--- src/rtl/tx_frame_queue.sv ---
// tx_frame_queue: circular buffer of Hamming(7,4) codewords feeding a
// UART transmitter through a launch / busy-handshake state machine.
module tx_frame_queue #(
    parameter int DEPTH        = 4,
    parameter int BUSY_TIMEOUT = 15
) (
    input  logic       clk,
    input  logic       rst_n,
    input  logic       push,
    input  logic [6:0] push_data,
    input  logic       flush,
    input  logic       tx_busy,
    output logic       tx_start,
    output logic [7:0] tx_data,
    output logic [3:0] level,
    output logic       empty,
    output logic       full,
    output logic       overflow,
    output logic       timeout_err
);

    localparam int         PTR_W   = $clog2(DEPTH);
    localparam logic [3:0] LVL_MAX = 4'(DEPTH);
    localparam logic [7:0] TMO     = 8'(BUSY_TIMEOUT);

    typedef enum logic [1:0] {
        IDLE,
        LAUNCH,
        WAIT_BUSY,
        WAIT_DONE
    } state_t;

    state_t           state;
    state_t           state_next;
    logic [6:0]       mem [DEPTH];
    logic [PTR_W-1:0] wr_ptr;
    logic [PTR_W-1:0] rd_ptr;
    logic [7:0]       tmo_cnt;
    logic [7:0]       tmo_cnt_next;
    logic             pop;
    logic             wr_en;
    logic             drop;
    logic             tmo_hit;

    assign empty = (level == 4'd0);
    assign full  = (level == LVL_MAX);
    // A full queue still accepts a push when the head leaves on the same edge.
    assign wr_en = push && (!full || pop);
    assign drop  = push && full && !pop;

    // Next-state and launch decode; the timeout count only runs in WAIT_BUSY.
    always_comb begin
        state_next   = state;
        tx_start     = 1'b0;
        pop          = 1'b0;
        tmo_hit      = 1'b0;
        tmo_cnt_next = 8'd0;
        unique case (state)
            IDLE: begin
                if (!empty && !tx_busy) begin
                    pop        = 1'b1;
                    state_next = LAUNCH;
                end
            end
            LAUNCH: begin
                tx_start   = 1'b1;
                state_next = WAIT_BUSY;
            end
            WAIT_BUSY: begin
                if (tx_busy) begin
                    state_next = WAIT_DONE;
                end else if ((tmo_cnt + 8'd1) == TMO) begin
                    tmo_hit    = 1'b1;
                    state_next = IDLE;
                end else begin
                    tmo_cnt_next = tmo_cnt + 8'd1;
                end
            end
            WAIT_DONE: begin
                if (!tx_busy) begin
                    state_next = IDLE;
                end
            end
            default: state_next = IDLE;
        endcase
    end

    // Launch FSM state register.
    always_ff @(posedge clk) begin
        if (!rst_n) begin
            state <= IDLE;
        end else begin
            state <= state_next;
        end
    end

    // Pointer and level bookkeeping; flush overrides any push or pop.
    always_ff @(posedge clk) begin
        if (!rst_n || flush) begin
            wr_ptr <= '0;
            rd_ptr <= '0;
            level  <= 4'd0;
        end else begin
            if (wr_en) begin
                wr_ptr <= wr_ptr + 1'b1;
            end
            if (pop) begin
                rd_ptr <= rd_ptr + 1'b1;
            end
            if (wr_en && !pop) begin
                level <= level + 4'd1;
            end else if (!wr_en && pop) begin
                level <= level - 4'd1;
            end
        end
    end

    // Codeword storage, deliberately left out of reset.
    always_ff @(posedge clk) begin
        if (rst_n && !flush && wr_en) begin
            mem[wr_ptr] <= push_data;
        end
    end

    // Frame register, timeout counter and sticky error flags.
    always_ff @(posedge clk) begin
        if (!rst_n) begin
            tx_data     <= 8'h00;
            tmo_cnt     <= 8'd0;
            overflow    <= 1'b0;
            timeout_err <= 1'b0;
        end else begin
            tmo_cnt <= tmo_cnt_next;
            if (pop) begin
                tx_data <= {1'b0, mem[rd_ptr]};
            end
            if (drop && !flush) begin
                overflow <= 1'b1;
            end
            if (tmo_hit) begin
                timeout_err <= 1'b1;
            end
        end
    end

endmodule

--- config.mk ---
export PLATFORM = sky130hd
export DESIGN_NAME = tx_frame_queue
export DESIGN_NICKNAME = d
export VERILOG_FILES = /design/src/rtl/tx_frame_queue.sv
export SDC_FILE = /design/constraint.sdc
export NUM_CORES = 1
export LEC_CHECK = 0
export CORE_AREA = 10 10 78 80
export CTS_CLUSTER_SIZE = 25
export DETAILED_ROUTE_END_ITERATION = 6
export DIE_AREA = 0 0 88 90
export PLACE_DENSITY = 0.78
export SYNTH_ARGS = -nofsm -noshare
export SYNTH_HDL_FRONTEND = slang
export SYNTH_SLANG_ARGS = --single-unit
--- constraint.sdc ---
create_clock -name clk -period 3.5 [get_ports clk]
set_clock_uncertainty 0.15 [all_clocks]
set_input_delay 0.7 -clock clk [delete_from_list [all_inputs] [get_ports clk]]
set_output_delay 0.7 -clock clk [all_outputs]
set_load 0.03 [all_outputs]
Word-level counts from Yosys, hierarchy flattened
Memories as Yosys holds them, arrays and structs flattened. A register that Yosys moved wholly into a read port is not among the register bits. Cells that the tools add are included.

Add/sub/neg operators: 5. Reduce and logical (&&, ||, !) cells: 24. Mux-type cells: 15. Bitwise logic cells: 2. Equal/unequal tests: 8.

Operators with widths (number): $logic_and 1x1->1 (9); $add 8x1->8 const B (1); $eq 8x4->1 const B (1); $logic_not 1->1 (8); $mux 1 (8); $mux 2 (4); $mux 4 (2); $pmux 2 s4 (1); $add 2x1->2 const B (2); $add 4x1->4 const B (1); $eq 2x2->1 const B (2); $eq 4x3->1 const B (1); $logic_not 4->1 (1); $ne 2x2->1 const B (2); $reduce_or 4->1 (1); $sub 4x1->4 const B (1); $ne 3x3->1 const B (1); $reduce_and 3->1 (1); $eq 2x1->1 const B (1); $logic_not 2->1 (1); $logic_or 1x1->1 (2); $not 1->1 (2); $reduce_bool 2->1 (1).

Memories: 1. Flip-flop bits (word level): 20. Bits in writable memories: 28.

Memories: mem (depth 4, bits a word 7, rd ports 1, clocked after memory_dff 1, wr ports 1, RTL line 35) `logic [6:0] mem [DEPTH];`.

Longest topological paths before layout
Word-level depth: 11. Gate-level depth with buffers: 10.

Least setup slack after synthesis
OpenSTA, ideal clock, no wires.

Path type: register to register. From: reg level[2]. To: reg level[3]. Setup slack: 0.529 ns. Data arrival time: 2.701 ns. Cell stages (with the launch flop): 11. Data required time: 3.229 ns. Period minus slack after synthesis: 2.971 ns. Setup time: 0.121 ns. Cell sequence: dfxtp_1 > or4b_4 > o21ai_2 > inv_1 > ha_1 > inv_1 > ha_1 > a21o_2 > a21oi_1 > mux2i_1 > mux2_2.

Cells in the longest elaborated chain, start to end: 10. Elaborated cells between the ends (all ways): 18.

Ends and longest elaborated chain: from (decl) (RTL line 15) `output logic [3:0] level,`; from (signal assigned) (RTL line 111) `level <= level + 4'd1;`; from (signal assigned) (RTL line 113) `level <= level - 4'd1;`; $logic_not 4->1 (RTL line 45) `assign empty = (level == 4'd0);`; $logic_not 1->1 (RTL line 60) `if (!empty && !tx_busy) begin`; $logic_and 1x1->1 (RTL line 60); $mux 1 (RTL line 60); $mux 1 (RTL line 58) `unique case (state)`; $logic_or 1x1->1 * (RTL line 48) `assign wr_en = push && (!full || pop);`; $logic_and 1x1->1 * (RTL line 48); net wr_en (RTL line 41) `logic wr_en;`; $logic_not 1->1 (RTL line 112) `end else if (!wr_en && pop) begin`; $logic_and 1x1->1 (RTL line 112); $reduce_bool 2->1 (no line).

Mark *: on every way through the listed nets, which the timed path passes. The rest lies on a longest branch. The select of a mux whose other input is x is not followed. A chain may end at the register's enable or synchronous reset.

Final worst setup path
From: in tx_busy. To: reg level[3].

Cells in the longest elaborated chain, start to end: 9. Elaborated cells between the ends (all ways): 12.

Ends and longest elaborated chain: from (decl) (RTL line 12) `input logic tx_busy,`; $logic_not 1->1 *; $logic_and 1x1->1 * (RTL line 60); $mux 1 * (RTL line 60); $mux 1 * (RTL line 58); $logic_or 1x1->1 (RTL line 48); $logic_and 1x1->1 (RTL line 48); $logic_not 1->1 (RTL line 112); $logic_and 1x1->1 (RTL line 112); $reduce_bool 2->1 (no line).

Every way passes the cells marked *; elsewhere a longest branch is shown, timed or not.

==> qor.txt <==
Sw Pwr -> 382 uW
Synth area leaders -> edfxtp_1 (34%), dfxtp_1 (22%), mux4_2 (6.4%), ha_1 (4.6%), mux2i_1 (4.1%)
Vias/cell -> 5.34
Max-slew headroom -> 62.7%
Post-CTS Hold Buffers -> 0
yosys warns -> 0
setup repair after global routing missed its margin -> false
layout cells sized above 1 -> 13.5%
CP startpoint kind -> input pin
Clock transition at path regs -> 90 ps
Peak VDD IR -> 0.000267 V
WP data arrival -> 3120 ps
Layout Nets -> 243
Mapped Area -> 0.00247 sq mm
postcts setup bufs -> 0
DP Cell Count -> 268
number of I/O pins -> 29
endpoints failing hold -> 0
Most used DFF post-synth -> edfxtp_1
adder-cell share of the synthesized area -> 5.37%
largest net degree at the start of global routing -> 18
top cell type's share of synthesized area -> 34.1%
worst path required time -> 3550 ps
register area share after synthesis -> 56.0%
complex-gate fraction of the synthesized area -> 6.39%
cts bufs inserted -> 5
DRT Wirelength -> 4.20 mm
Comb pwr share -> 20.8%
RD Place Congestion -> 0.831
syn nets -> 213
grt ovf -> 0
drt wl/cell -> 15.2 microns
register bit total from synthesis -> 55
result of the run -> completed
worst skew pair latency -> 310 ps
pwr/cell area -> 475 mW/mm^2
xor and xnor area share after synthesis -> 3.90%
Synth Area in Simple Gates -> 13.9%
ANT nets after route -> 0
die span in y -> 90 microns
Synth Area per Inst -> 12.9 sq um
CP Class -> input pin to flop
# clock sinks -> 55
port bufs -> 27
antenna violations before repair -> 0
synthesis-to-layout area growth -> 16.5%
Filler cells -> 366
EDFF count, synth -> 28
GR Util All Layers -> 11.2%
Worst Hold Class -> flop to flop
final setup vio count -> 0
Pint -> 984 uW
Post-synth ARST share -> 0%
Sw Share -> 28.0%
vias in the first global route -> 1,460
row cnt -> 25
Iter 0 DRT Violations -> 38
DP Worst Slack -> 80.3 ps
CTS tree -> done
starting density of the core -> 53.7%
post-CTS sizing -> 0
worst-margin pin slew -> 559 ps
Crit. End Element -> flop
slack of the critical path -> 431 ps
Synth Instances -> 191
DR vias -> 1,474
Seq pwr share -> 53.6%
H-tree Lvls -> 2
dpl hpwl -> 3.23 mm
clock share of power -> 25.6%
top cell type by total area after synthesis -> edfxtp_1
first-pass GRT wire length -> 7.04 mm
Setup TNS -> 0 ps
Finished Layout Cells -> 276
mux contribution to synthesized area -> 10.9%
Diodes inserted -> 0
fmax -> 0.326 GHz
Period Utilization, post-route -> 87.7%
Leakage -> 0.00104 uW
TritonRoute pass-1 iters -> 4
core region area -> 0.00460 sq mm
main combinational cell family by area after synthesis -> simple AND/OR/NAND/NOR gates
Root Driver -> clkbuf_8
die width -> 88 microns
CP Max Fanout -> 4
Final min period -> 3070 ps
post-synth cell types -> 45
# Max-Cap Violations -> 0
DRC viols -> 0
maximum buffer depth of the clock tree -> 2
Final Max Tran Viols -> 0
Die ar. -> 0.00792 sq mm
[final cells by class]
type / count / area (sq um) / area share, %
timing repair buffer: 31 / 300 / 10.4
multi-input combinational: 119 / 1000 / 34.9
sequential: 55 / 1380 / 48.0
clock buffer: 6 / 72.6 / 2.52
tap: 54 / 67.6 / 2.35
clock inverter: 2 / 16.3 / 0.566
inverter: 9 / 33.8 / 1.17
[state kept, by name (all words and copies together) (netlist names)]
name	count
wr_ptr	2
mem	28
tx_data	7
level	4
timeout_err	1
overflow	1
tmo_cnt	8
state	2
rd_ptr	2
[Yosys cell counts, types with 2 or more instances]
master and n:
a211oi_1 4, a21oi_1 4, a31o_2 2, and2_1 6, and3_1 2, buf_6 2, clkbuf_1 3, dfxtp_1 27
edfxtp_1 28, ha_1 9, inv_1 9, mux2i_1 10, mux4_2 7, nand2_1 5, nand3_1 4, nand3b_1 2
nor2_1 18, nor2b_1 8, nor3_1 3, nor4b_1 2, o21ai_0 3, xnor2_1 6, xor2_1 5
[critical path: stages]
cell and delay [ps]:
clkdlybuf4s50_1 480, nor3_4 190, buf_4 180, nand2_8 40, ha_1 200, inv_1 130
ha_1 250, a21o_2 210, a21oi_1 170, mux2i_1 210, mux2_2 340
[per-stage QoR]
stage	power, uW	instance area (sq um)	utilization [%]	hold WS, ps
after floorplan	945	2470	-	322
after global placement	1030	2790	60.6	299
after detailed placement	1040	2790	60.6	309
after CTS	1380	2880	62.5	332
after global routing	1430	2880	62.5	361
final	1370	2880	62.5	330
[placed cells by master, fill, tap and decap left out, types with 2 or more instances in the layout]
master and n:
nand3b_1 2, mux4_2 7, a31o_2 2, nor2b_1 8, and3_1 2, and2_1 6, xnor2_1 6, inv_1 9
nor4b_1 2, edfxtp_1 28, nor3_1 3, nand3_1 4, mux2i_1 10, a21oi_1 4, nor2_1 18, a211oi_1 4
dfxtp_1 27, clkdlybuf4s50_1 27, buf_4 4, clkbuf_8 5, xor2_1 5, o21ai_0 3, nand2_1 5, ha_1 9
[cell families (layout without fill, tap and decap cells)]
family	count (synthesis)	after routing
xor+xnor	11	11
flops	55	55
other cells	1	1
compound gates	21	21
mux	18	18
buf+inv	17	48
fa+ha+maj	10	10
simple gates	58	58
[final timing paths]
path | startpoint | endpoint | slack [ps] | depth (start not counted)
setup / recovery | tx_busy | level[3] | 430 | 11
hold / removal | overflow | overflow | 330 | 1
setup reg to reg | level[0] | level[3] | 550 | 10
hold reg to reg | overflow | overflow | 330 | 1
[power by group through the flow]
stage | registers [uW] | logic [uW] | clock network (uW)
after floorplan | 769 | 176 | 0
after CTS | 732 | 290 | 358
after detailed placement | 747 | 289 | 0
final | 732 | 285 | 350
after global routing | 737 | 309 | 384
after global placement | 746 | 283 | 0
[metal layers]
layer | up-vias | wire length [microns] | GRT usage, %
met2 | 26 | 2160 | 18.6
li1 | 744 | - | -
met5 | - | 0 | 0
met4 | 0 | 62 | 3.99
met3 | 6 | 200 | 3.07
met1 | 698 | 1780 | 13.2
Power figures use the tool's default switching activity.
